===== src/rtl/uart_tx_feeder.sv =====
// uart_tx_feeder: byte FIFO in front of a UART transmitter. Bytes are launched
// one at a time with a TX_DV pulse, and the next launch waits for TX_Done.
module uart_tx_feeder #(
  parameter  int DEPTH = 16,
  localparam int AW    = $clog2(DEPTH)
) (
  input  logic        clk,
  input  logic        rst_n,
  input  logic        wr_en,
  input  logic [7:0]  wr_data,
  input  logic        flush,
  input  logic        clr_ovf,
  output logic        full,
  output logic        empty,
  output logic [AW:0] count,
  output logic        overflow,
  output logic        TX_DV,
  output logic [7:0]  TX_BYTE,
  input  logic        TX_Active,
  input  logic        TX_Done
);

  // state  | meaning
  // IDLE   | waiting for queued data and an idle transmitter
  // LAUNCH | TX_DV high for one cycle, FIFO head popped
  // BUSY   | byte handed over, waiting for TX_Done
  // GAP    | one spacer cycle before the next launch
  typedef enum logic [1:0] {IDLE, LAUNCH, BUSY, GAP} state_t;

  localparam logic [AW:0] DEPTH_CNT = DEPTH[AW:0];

  state_t        state, state_next;
  logic [7:0]    mem [DEPTH];
  logic [AW-1:0] wr_ptr, rd_ptr;
  logic          do_write, do_pop, drop, start;

  assign full     = (count == DEPTH_CNT);
  assign empty    = (count == '0);
  assign TX_DV    = (state == LAUNCH);
  // full is the pre-edge level, so a same-cycle pop never rescues a write
  assign do_write = wr_en && !full && !flush;
  assign drop     = wr_en && full && !flush;
  assign do_pop   = (state == LAUNCH) && !flush;

  always_comb begin
    state_next = state;
    start      = 1'b0;
    case (state)
      IDLE: begin
        if (!empty && !TX_Active && !flush) begin
          state_next = LAUNCH;
          start      = 1'b1;
        end
      end
      LAUNCH:  state_next = BUSY;
      BUSY:    if (TX_Done) state_next = GAP;
      GAP:     state_next = IDLE;
      default: state_next = IDLE;
    endcase
  end

  always_ff @(posedge clk or negedge rst_n) begin
    if (!rst_n) begin
      state   <= IDLE;
      TX_BYTE <= 8'h00;
    end else begin
      state <= state_next;
      if (start) TX_BYTE <= mem[rd_ptr];
    end
  end

  always_ff @(posedge clk or negedge rst_n) begin
    if (!rst_n) begin
      wr_ptr <= '0;
      rd_ptr <= '0;
      count  <= '0;
    end else if (flush) begin
      wr_ptr <= '0;
      rd_ptr <= '0;
      count  <= '0;
    end else begin
      if (do_write) wr_ptr <= wr_ptr + 1'b1;
      if (do_pop)   rd_ptr <= rd_ptr + 1'b1;
      if (do_write && !do_pop)      count <= count + 1'b1;
      else if (!do_write && do_pop) count <= count - 1'b1;
    end
  end

  always_ff @(posedge clk) begin
    if (do_write) mem[wr_ptr] <= wr_data;
  end

  always_ff @(posedge clk or negedge rst_n) begin
    if (!rst_n)       overflow <= 1'b0;
    else if (drop)    overflow <= 1'b1;
    else if (clr_ovf) overflow <= 1'b0;
  end

endmodule

===== config.mk =====
export PLATFORM = sky130hd
export DESIGN_NAME = uart_tx_feeder
export DESIGN_NICKNAME = d
export VERILOG_FILES = /design/src/rtl/uart_tx_feeder.sv
export SDC_FILE = /design/constraint.sdc
export NUM_CORES = 1
export LEC_CHECK = 0
export CORE_UTILIZATION = 40
export CTS_BUF_LIST = sky130_fd_sc_hd__clkbuf_8
export CTS_CLUSTER_SIZE = 20
export DETAILED_ROUTE_END_ITERATION = 12
export PLACE_DENSITY = 0.54
export SLEW_MARGIN = 20
export SYNTH_ARGS = -nofsm -noshare
export SYNTH_HDL_FRONTEND = slang
export SYNTH_SLANG_ARGS = --single-unit

===== constraint.sdc =====
create_clock -name clk -period 3.2 [get_ports clk]
set_input_delay 0.48 -clock clk [delete_from_list [all_inputs] [get_ports clk]]
set_output_delay 0.48 -clock clk [all_outputs]
set_load 0.02 [all_outputs]

==> flow_summary_export.csv <==
group,metric,value,unit
setup_path,crit_chain,"or4_1 > nor2_1 > clkdlybuf4s50_1",
routing,drc_errors,0,
sta,tns,0,ns
synthesis,yosysWarnings,0,
pwr,powerDensity,706.8,mW/mm^2
synthesis,syn_nets,372,
setup_path,slowest_stage,"or4_1",
min_path,hold_class,"input pin to asynchronous set/reset pin",
finish,final_util,47.52,%
floorplanning,initial_utilization,40.94,%
synthesis,synth-seq-cells,152,
setup_path,critPathKind,"register to output pin",
finish,fin_nets,426,
place,gp_congestion,0.7039,
grt,grt_start_max_net_pins,34,
floorplanning,rows,45,
clock_network,cts-resized-gates,0,
grt,grt_first_pass_wirelength,19360,um
setup_path,worstPathArrival,2.38,ns
setup_path,startpoint_type,"register",
finish,multi_input_comb_area,0.001638,sq mm
sta,maxSlewViolCount,0,
finish,ff_latch_area,0.004446,sq mm
synthesis,netlist_area,0.006201,sq mm
finish,syn2layout_area_growth,16.06,%
clock_network,cts.sinks,152,
floorplanning,ios,32,
setup_path,end_kind,"output pin",
routing,via_count,3157,
clock_network,cts_max_level,4,
sta,period_needed,2.859,ns
job,drv_cap,0,
sta,final-hold-violation-count,0,
setup_path,worst-path-max-fanout,6,
synthesis,async_flop_share,15.79,%
routing,viasPerCell,5.279,
pwr,peakVddDrop,0.3055,mV
sta,finalClockSkew,0.01376,ns
synthesis,synth-edff-count,128,
synthesis,avgSynthCellArea,18.08,sq um
setup_path,max_stage_delay,0.67,ns
run_status,outcome,"completed",
grt,grt_pass1_vias,3216,
synthesis,yosysSeqAreaShare,71.67,%
pwr,power.leakage,2.422,nW
sta,rsz0062_at_grt,"false",
clock_network,cts_setup_buffers,0,
finish,n_antenna_cell,0,
synthesis,synth_top_flop_cell,"edfxtp_1",
routing,post_drt_wl_per_cell,20.71,um
clock_network,cts_buffers,17,
floorplanning,chipWidth,126.5,um
grt,gr-total-overflow,0,
clock_network,path_clk_slew,0.09,ns
synthesis,synth_cells,343,
routing,routed_wl,12390,um
setup_path,regToRegSetupSlack,0.53,ns
synthesis,yosysTopAreaCell,"edfxtp_1",
routing,drt_iter0_markers,218,
floorplanning,core,0.01515,sq mm
clock_network,ctsLongestPathBuffers,2,
floorplanning,die_h,126.5,um
floorplanning,dieArea,0.01600,sq mm
sta,setup_viol,0,
grt,grt_antenna_before_repair,0,
sta,max_slew.worst_pin.slew,0.6375,ns
routing,ant_nets,0,
pwr,finalPower,5.087,mW
synthesis,ys_types,40,
place,post-dp-hpwl,7937,um
grt,track_usage,17.00,%
clock_network,cts_root_buffer,"clkbuf_8",
routing,drt_first_pass_iters,4,
synthesis,yosysTopAreaCellShare,61.99,%
sta,max-slew-margin-rel,57.50,%
sta,fin_crit_sh,89.36,%
synthesis,synth_area_leaders,"edfxtp_1 62%, mux4_2 12%, dfrtp_1 9.7%",
setup_path,crit_required,2.72,ns
place,place.port_buffers,31,
clock_network,clk_latency,0.45,ns
finish,fillers,1300,
clock_network,holdBufCountCts,0,
sta,fmax,0.3497,GHz
clock_network,tritoncts,"built",
finish,drive_gt1_share,23.90,%
## logic make-up after synthesis
family	synth area share (%)
flops	71.67
simple gates	4.702
mux	13.56
compound gates	3.814
buf+inv	1.917
fa+ha+maj	2.946
xor+xnor	1.392
## per-layer routing
layer	GRT usage (%)	vias to the layer above	wire [um]
met5	0	-	0
met4	5.315	0	117
met3	4.429	12	600
met2	26.81	74	5935
met1	23.21	1620	5732
li1	-	1451	-
## final timing paths
path | start | to | depth (start not counted)
hold / removal | rst_n | count[1] | 2
setup reg to reg | count[0] | count[4] | 9
max in group asynchronous | rst_n | rd_ptr[1] | 2
hold reg to reg | overflow | overflow | 2
setup / recovery | count[0] | full | 3
min in group clk | overflow | overflow | 2
## Yosys cell counts, types with 5 or more instances
library cell / instances
nand2_1: 11
inv_1: 6
o22ai_1: 16
ha_1: 13
nor2_1: 29
mux2_2: 8
mux4_2: 32
edfxtp_1: 128
clkbuf_1: 8
nor3_1: 6
buf_2: 5
dfrtp_1: 24
a21oi_1: 12
xor2_1: 5
## stage by stage
stage,worst slack (ns),hold WS (ns),std cells,instance area [sq um]
after global placement,0.3830,0.5175,566,6837
final,0.3406,0.4062,598,7197
after CTS,0.3058,0.3969,598,7197
after detailed placement,0.3379,0.5318,566,6837
after floorplan,0.5538,0.1844,343,6201
after global routing,0.1898,0.4121,598,7197
## state kept, by name, summed over array words and instances, names as in the netlist
signal and cells:
wr_ptr 4, overflow 1, mem 128, rd_ptr 4
state 2, TX_BYTE 8, count 5
## area by class of cell
class                      count  area share [%]
clock buffer                  17           3.251
clock inverter                15           1.756
inverter                       6          0.3129
multi-input combinational    166           22.76
sequential                   152           61.77
tap                          188           3.268
timing repair buffer          54           6.885
## report_power, final
| part | switching, mW | internal [mW] | leakage, nW |
|---|---|---|---|
| registers | 0.138 | 2.28 | 1.45 |
| clock network | 0.725 | 0.612 | 0.179 |
| logic | 0.698 | 0.636 | 0.791 |
| total | 1.56 | 3.53 | 2.42 |
## placed cells by master, fill, tap and decap left out, types with 12 or more instances in the layout
| cell type | instances |
|---|---|
| a21oi_1 | 12 |
| buf_4 | 22 |
| clkbuf_8 | 17 |
| clkdlybuf4s50_1 | 31 |
| dfrtp_1 | 23 |
| edfxtp_1 | 128 |
| ha_1 | 13 |
| mux4_2 | 32 |
| nor2_1 | 29 |
| o22ai_1 | 16 |
## critical path: cells and delay by family (launching register included)
kind          cells  cell delay, ns
flops             1            0.45
buf+inv           1            0.62
simple gates      2            0.85
No activity file was read; power rests on OpenSTA's default activity.
